[config.mk]
export PLATFORM = sky130hd
export DESIGN_NAME = add_inverse_flat
export DESIGN_NICKNAME = d
export VERILOG_FILES = /design/src/rtl/add_inverse_if.sv /design/src/rtl/add_inverse.sv /design/src/flat_wrapper.sv
export SDC_FILE = /design/constraint.sdc
export NUM_CORES = 1
export LEC_CHECK = 0
export ABC_AREA = 1
export CAP_MARGIN = 10
export CORE_UTILIZATION = 25
export CTS_CLUSTER_SIZE = 14
export DETAILED_ROUTE_END_ITERATION = 10
export HOLD_SLACK_MARGIN = 0.12
export PLACE_DENSITY = 0.47
export RECOVER_POWER = 100
export SYNTH_ARGS = -nofsm -noshare
export SYNTH_HDL_FRONTEND = slang
export SYNTH_SLANG_ARGS = --single-unit
[constraint.sdc]
create_clock -name clk -period 2.2 [get_ports clk]
set_input_delay 0.55 -clock clk [delete_from_list [all_inputs] [get_ports clk]]
set_output_delay 0.55 -clock clk [all_outputs]
set_load 0.02 [all_outputs]
[src/rtl/add_inverse_if.sv]
// Handshake bundle for add_inverse: (C, B) request side and (A, ovf, unf) response side.
// The master drives requests and consumes responses; the slave is the recovery pipeline.
interface add_inverse_if #(
  parameter int AW = 21,
  parameter int BW = 18,
  parameter int CW = 23
) ();
  logic          in_valid;
  logic          in_ready;
  logic [CW-1:0] C_in;
  logic [BW-1:0] B_in;
  logic          out_valid;
  logic          out_ready;
  logic [AW-1:0] A_out;
  logic          ovf;
  logic          unf;

  modport master (
    output in_valid, C_in, B_in, out_ready,
    input  in_ready, out_valid, A_out, ovf, unf
  );

  modport slave (
    input  in_valid, C_in, B_in, out_ready,
    output in_ready, out_valid, A_out, ovf, unf
  );
endinterface

[src/rtl/add_inverse.sv]
// Two-stage pipeline recovering unsigned A = C - B from a signed sum and signed addend,
// clamped to the A range with over/underflow flags and a saturating clamp-event counter.
module add_inverse #(
  parameter int AW    = 21,
  parameter int BW    = 18,
  parameter int CW    = 23,
  parameter int CNT_W = 16
) (
  input  logic             clk,
  input  logic             rst_n,
  add_inverse_if.slave     bus,
  input  logic             cnt_clr,
  output logic [CNT_W-1:0] sat_cnt
);

  // One extra bit over the wider operand keeps C - B exact for every input pair.
  localparam int              DW      = ((CW > BW) ? CW : BW) + 1;
  localparam logic [DW-1:0]    A_MAX   = DW'({AW{1'b1}});
  localparam logic [CNT_W-1:0] CNT_MAX = {CNT_W{1'b1}};
  localparam logic [CNT_W-1:0] CNT_ONE = {{(CNT_W-1){1'b0}}, 1'b1};

  // Packs {ovf, unf, A} for a full-precision difference.
  function automatic logic [AW+1:0] clamp_f(input logic [DW-1:0] d);
    logic [AW+1:0] r;
    if (d[DW-1]) begin
      r = {1'b0, 1'b1, {AW{1'b0}}};
    end else if (d > A_MAX) begin
      r = {1'b1, 1'b0, {AW{1'b1}}};
    end else begin
      r = {1'b0, 1'b0, d[AW-1:0]};
    end
    return r;
  endfunction

  logic [DW-1:0]    c_ext_s;
  logic [DW-1:0]    b_ext_s;
  logic [DW-1:0]    diff_s;
  logic             s1_adv_s;
  logic             s2_adv_s;
  logic             sat_event_s;

  logic             s1_valid_r;
  logic [DW-1:0]    diff_r;
  logic             s2_valid_r;
  logic [AW-1:0]    a_r;
  logic             ovf_r;
  logic             unf_r;
  logic [CNT_W-1:0] sat_cnt_r;

  assign c_ext_s = {{(DW-CW){bus.C_in[CW-1]}}, bus.C_in};
  assign b_ext_s = {{(DW-BW){bus.B_in[BW-1]}}, bus.B_in};
  assign diff_s  = c_ext_s - b_ext_s;

  // Ready depends only on downstream ready and occupancy, never on in_valid.
  assign s2_adv_s    = !s2_valid_r || bus.out_ready;
  assign s1_adv_s    = !s1_valid_r || s2_adv_s;
  assign sat_event_s = s2_valid_r && bus.out_ready && (ovf_r || unf_r);

  assign bus.in_ready  = s1_adv_s;
  assign bus.out_valid = s2_valid_r;
  assign bus.A_out     = a_r;
  assign bus.ovf       = ovf_r;
  assign bus.unf       = unf_r;
  assign sat_cnt       = sat_cnt_r;

  // Pipeline registers; result registers only load on a valid S1 so they hold across bubbles.
  always_ff @(posedge clk or negedge rst_n) begin
    if (!rst_n) begin
      s1_valid_r <= 1'b0;
      diff_r     <= {DW{1'b0}};
      s2_valid_r <= 1'b0;
      a_r        <= {AW{1'b0}};
      ovf_r      <= 1'b0;
      unf_r      <= 1'b0;
    end else begin
      if (s1_adv_s) begin
        s1_valid_r <= bus.in_valid;
        if (bus.in_valid) begin
          diff_r <= diff_s;
        end
      end
      if (s2_adv_s) begin
        s2_valid_r <= s1_valid_r;
        if (s1_valid_r) begin
          {ovf_r, unf_r, a_r} <= clamp_f(diff_r);
        end
      end
    end
  end

  // Saturating count of clamped results leaving the block; clear wins over increment.
  always_ff @(posedge clk or negedge rst_n) begin
    if (!rst_n) begin
      sat_cnt_r <= {CNT_W{1'b0}};
    end else if (cnt_clr) begin
      sat_cnt_r <= {CNT_W{1'b0}};
    end else if (sat_event_s && (sat_cnt_r != CNT_MAX)) begin
      sat_cnt_r <= sat_cnt_r + CNT_ONE;
    end else begin
      sat_cnt_r <= sat_cnt_r;
    end
  end

endmodule

[src/flat_wrapper.sv]
// flat-port wrapper written by rule: the top's interface ports become plain ports
module add_inverse_flat 
#(
  parameter int AW    = 21,
  parameter int BW    = 18,
  parameter int CW    = 23,
  parameter int CNT_W = 16
)
  (clk, rst_n, cnt_clr, sat_cnt, bus_in_valid, bus_C_in, bus_B_in, bus_out_ready, bus_in_ready, bus_out_valid, bus_A_out, bus_ovf, bus_unf);
  add_inverse_if #(.AW(AW), .BW(BW), .CW(CW)) bus_i ();
  input  logic clk;
  input  logic rst_n;
  input  logic cnt_clr;
  output logic [CNT_W-1:0] sat_cnt;
  input wire logic [$bits(bus_i.in_valid)-1:0] bus_in_valid;
  input wire logic [$bits(bus_i.C_in)-1:0] bus_C_in;
  input wire logic [$bits(bus_i.B_in)-1:0] bus_B_in;
  input wire logic [$bits(bus_i.out_ready)-1:0] bus_out_ready;
  output wire logic [$bits(bus_i.in_ready)-1:0] bus_in_ready;
  output wire logic [$bits(bus_i.out_valid)-1:0] bus_out_valid;
  output wire logic [$bits(bus_i.A_out)-1:0] bus_A_out;
  output wire logic [$bits(bus_i.ovf)-1:0] bus_ovf;
  output wire logic [$bits(bus_i.unf)-1:0] bus_unf;
  assign bus_i.in_valid = bus_in_valid;
  assign bus_i.C_in = bus_C_in;
  assign bus_i.B_in = bus_B_in;
  assign bus_i.out_ready = bus_out_ready;
  assign bus_in_ready = bus_i.in_ready;
  assign bus_out_valid = bus_i.out_valid;
  assign bus_A_out = bus_i.A_out;
  assign bus_ovf = bus_i.ovf;
  assign bus_unf = bus_i.unf;
  add_inverse #(.AW(AW), .BW(BW), .CW(CW), .CNT_W(CNT_W)) u_core (.clk(clk), .rst_n(rst_n), .bus(bus_i), .cnt_clr(cnt_clr), .sat_cnt(sat_cnt));
endmodule
==> summary.md, run 1 <==
| Metric | Value |
|---|---|
| Share of power burned in combinational logic | 0.354 |
| IO Pins | 87 |
| Most common cell after layout, fill and taps aside | nand2_1 |
| Pleak | around 0.0034 uW |
| Post-synthesis register bit count | 65 |
| Clk root buf | clkbuf_16 |
| Netlist cell types | 33 |
| Worst slew margin | -0.113 |
| Internal power | 3200 uW |
| Clk_lat worst skew | approximately 340 ps |
| Failing checks | capacitance limit, slew limit |
| Clk pwr share | 0.309 |
| All-layer global routing usage | 0.145 |
| Ranking of synthesized cells by area | dfrtp_1 36%, nand2_1 22%, inv_1 9.0%, ha_1 6.6%, nor2_1 4.3% |
| Wire per inst | approximately 12 um |
| Final hold viol count | 0 |
| Initial drt markers | between 150 and 200 |
| Register share of total power | 0.337 |
| Post-synthesis sequential area ratio | 0.358 |
| Ant. Diodes | 0 |
| Final setup viols | 0 |
| Most frequent cells in the layout | 268 x nand2_1, 109 x inv_1, 65 x dfrtp_1 |
| Sw frac | 0.340 |
| First-pass DRT Iterations | 5 |
| Max-cap violations | 1 |
| GRT met2 Usage | 0.226 |
| Met3 GRT Util | 0.0226 |
| Initial antenna violation count | 0 |
| Area of the die | 18,700 sq um |
| Worst hold endpoint | u_core.bus.A_out[2]$_DFFE_PN0P_ |
| Reported net switching power | 1650 uW |
| Peak supply drop | between 0.4 and 0.5 mV |
| Synth area leader | dfrtp_1 |
| Htree depth | 3 |
| Hold wc startpoint | u_core.bus.A_out[2]$_DFFE_PN0P_ |
| GPL Wtd Cong | between 0.8 and 0.9 |
| Site row count | 48 |
| Required @ worst endpoint | between 2000 and 2500 ps |
| Number of global-route vias before repair | ~4,300 |
| Ys Warns | 0 |
| DP HPWL | around 10,000 um |
| Crit path largest cell delay | 450 ps |
| Total chip power | 4850 uW |
| Wire length of the first global-routing pass | ~21,000 um |
| Core area | approximately 18,000 sq um |
| Num CTS Buffers | 9 |
| CTS Hold Bufs | 0 |
| Layout cell share with drive strength beyond 1 | 0.138 |
| WHS | ~470 ps |
| Drt drc | 0 |
| Total Wirelength | ~13,000 um |
| Min-delay worst type | register to register |
| Largest net degree at the start of global routing | 66 |
| Post-Syn Nets | around 760 |
| Worst Max-Slew Pin Slew | between 1500 and 2000 ps |
| Fmax achieved | between 400 and 500 MHz |
| Fin nets | around 910 |
| Critical-path cell list | clkdlybuf4s50_1, inv_1, ha_1, nand2_1, nor2_1, nand2_1, nand3_1, nand3_1, nand2_1, nand2_1, nand2_1, o21ai_1 |
| TritonCTS clock tree | done |
| Initial Utilization | 0.259 |
| Hold Path Cell Cnt | 2 |
| PwrDens | between 700 and 800 nW/um^2 |
| Worst setup SP type | input pin |
| Die Y | roughly 140 um |
| Worst-path maximum fanout | 4 |
| DR vias | between 4,000 and 5,000 |
| Kind of end point of the critical path | register |
| FF-to-FF path depth | 9 |
| Mapped Cells | 688 |
| Most frequent CP cell | nand2_1 |
| Met1 Track Usage GR | 0.205 |
| CP Buf/Inv Count | 2 |
| Die Wd | 137 um |
| Layer with the highest usage | met2 |
| RSZ-0062 raised after global routing | true |
| Syn_area_per_cell | ~6.6 sq um |
| Antenna-violating nets left | 0 |
| Clk slew on worst S/H paths | around 50 ps |
| Netlist Area Pre-Place | 4550 sq um |
| Critical path class | input pin to register |
| Slowest CP cell | clkdlybuf4s50_1 |
| Global route overflow | 0 |
| Worst path arrival time | between 2000 and 2500 ps |
| Worst r2r dst | u_core.sat_cnt[8]$_DFFE_PN0P_ |
| Period utilization | 0.965 |
| Max-slew violation count | 66 |
| Run status | complete, but fails checks |
| Port bufs | 86 |
| Setup Skew | roughly 7.3 ps |
| Clock sink total | 65 |
| Crit path max-delay family | simple AND/OR/NAND/NOR gates |
| Register-to-register setup slack | around 170 ps |
| CTS Buffer Depth | 2 |
| Yosys top cell area share | 0.358 |
| Min Tclk post-route | 2120 ps |
| Area growth syn-to-layout | 43.0% |
| Via density | between 4 and 5 |
| RR Startpoint | u_core.sat_cnt[0]$_DFFE_PN0P_ |
-- per-stage QoR --
stage | cell area, sq um | util | setup WS (ps) | TNS, ps | cells
6_report | 6500 | 0.371 | 76.7 | 0 | 1064
5_1_grt | 6500 | 0.371 | -96.8 | -480 | 1064
4_1_cts | 6420 | 0.366 | 13.7 | 0 | 1061
3_5_place_dp | 6110 | 0.348 | -318 | -5290 | 1046
3_3_place_gp | 6110 | 0.348 | -286 | -5000 | 1046
2_1_floorplan | 4550 | - | 230 | 0 | 688
-- worst register-to-register path, stage by stage (launching register included) --
cell	delay (ps)
dfrtp_1	400
ha_1	220
nand3_1	100
nor2_1	190
nand3_1	120
nand2_1	390
nand2_2	150
inv_1	230
nand2_1	80
o31ai_1	70
-- cells by family (layout without fill, tap and decap cells) --
group | after synthesis | in the layout | synth area share
AO/OA/AOI/OAI | 61 | 61 | 0.0716
XOR/XNOR | 15 | 15 | 0.0289
flip-flops | 65 | 65 | 0.358
buffers and inverters | 122 | 273 | 0.103
adder cells (fa/ha/maj) | 25 | 25 | 0.0705
AND/OR/NAND/NOR | 400 | 400 | 0.368
-- flip-flops by register name (all words and copies together), names as in the netlist --
signal,flops
u_core.s1_valid_r,1
u_core.bus.out_valid,1
u_core.bus.ovf,1
u_core.bus.unf,1
u_core.diff_r,24
u_core.bus.A_out,21
u_core.sat_cnt,16
-- power groups by stage --
| stage | combinational (uW) | clock, uW | sequential (uW) |
|---|---|---|---|
| 2_1_floorplan | 719 | 0 | 1850 |
| 3_3_place_gp | 1790 | 0 | 1660 |
| 3_5_place_dp | 1800 | 0 | 1670 |
| 4_1_cts | 1800 | 1540 | 1650 |
| 5_1_grt | 1930 | 1580 | 1680 |
| 6_report | 1720 | 1500 | 1640 |
-- metal layers --
layer | vias to the layer above | routed length, um
met2 | 95 | 5360
met4 | 0 | 238
met3 | 18 | 436
li1 | 2425 | -
met1 | 1932 | 6590
met5 | - | 0
-- synth_stat cells --
cell type,number
nand2_1,269
inv_1,109
dfrtp_1,65
nor2_1,52
nand3_1,37
o21ai_0,32
ha_1,24
a21oi_1,17
nand4_1,9
clkbuf_1,8
nand2_2,8
xor2_1,8
nor2_2,7
xnor2_1,7
nand3b_1,4
o21ai_1,4
buf_2,3
nor3_1,3
a31oi_1,2
and2_1,2
nor3_2,2
nor4_1,2
o21bai_1,2
o31ai_1,2
or2_1,2
a21oi_2,1
a22o_1,1
buf_6,1
fa_1,1
inv_2,1
nand3b_2,1
nor2_4,1
nor3b_1,1
-- repair_timing --
action / in CTS / in global routing
setup endpoints to repair: 1 / 19
pin swaps: 0 / 4
hold endpoints to repair: 0 / 0
buffers inserted: 0 / 3
gates resized for setup: 1 / 32
-- worst max path at each step --
| stage | end | startpoint | depth (start not counted) | slack, ps |
|---|---|---|---|---|
| 6_report | u_core.diff_r[13]$_DFFE_PN0P_ | bus_B_in[4] | 12 | 80 |
| 5_1_grt | u_core.diff_r[17]$_DFFE_PN0P_ | bus_B_in[12] | 11 | -100 |
| 3_3_place_gp | u_core.diff_r[16]$_DFFE_PN0P_ | bus_C_in[0] | 14 | -290 |
| 3_5_place_dp | u_core.diff_r[16]$_DFFE_PN0P_ | bus_C_in[0] | 14 | -320 |
| 2_1_floorplan | u_core.diff_r[16]$_DFFE_PN0P_ | bus_C_in[0] | 13 | 230 |
| 4_1_cts | bus_in_ready | bus_out_ready | 4 | 10 |
-- layout make-up --
cell class                 count  area, sq um
inverter                     110          413
sequential                    65         1630
multi-input combinational    501         2560
tap                          225          282
timing repair buffer         148         1310
fill                        1915        11000
clock inverter                 2         35.0
clock buffer                  13          280
No activity file was read; power rests on OpenSTA's default activity.
==> run 2, diff against run 1 <==
- SLEW_MARGIN: not set -> 5
==> results of run 2 <==
Same layout as run 1: the final DEF is identical, and so are final timing and power.
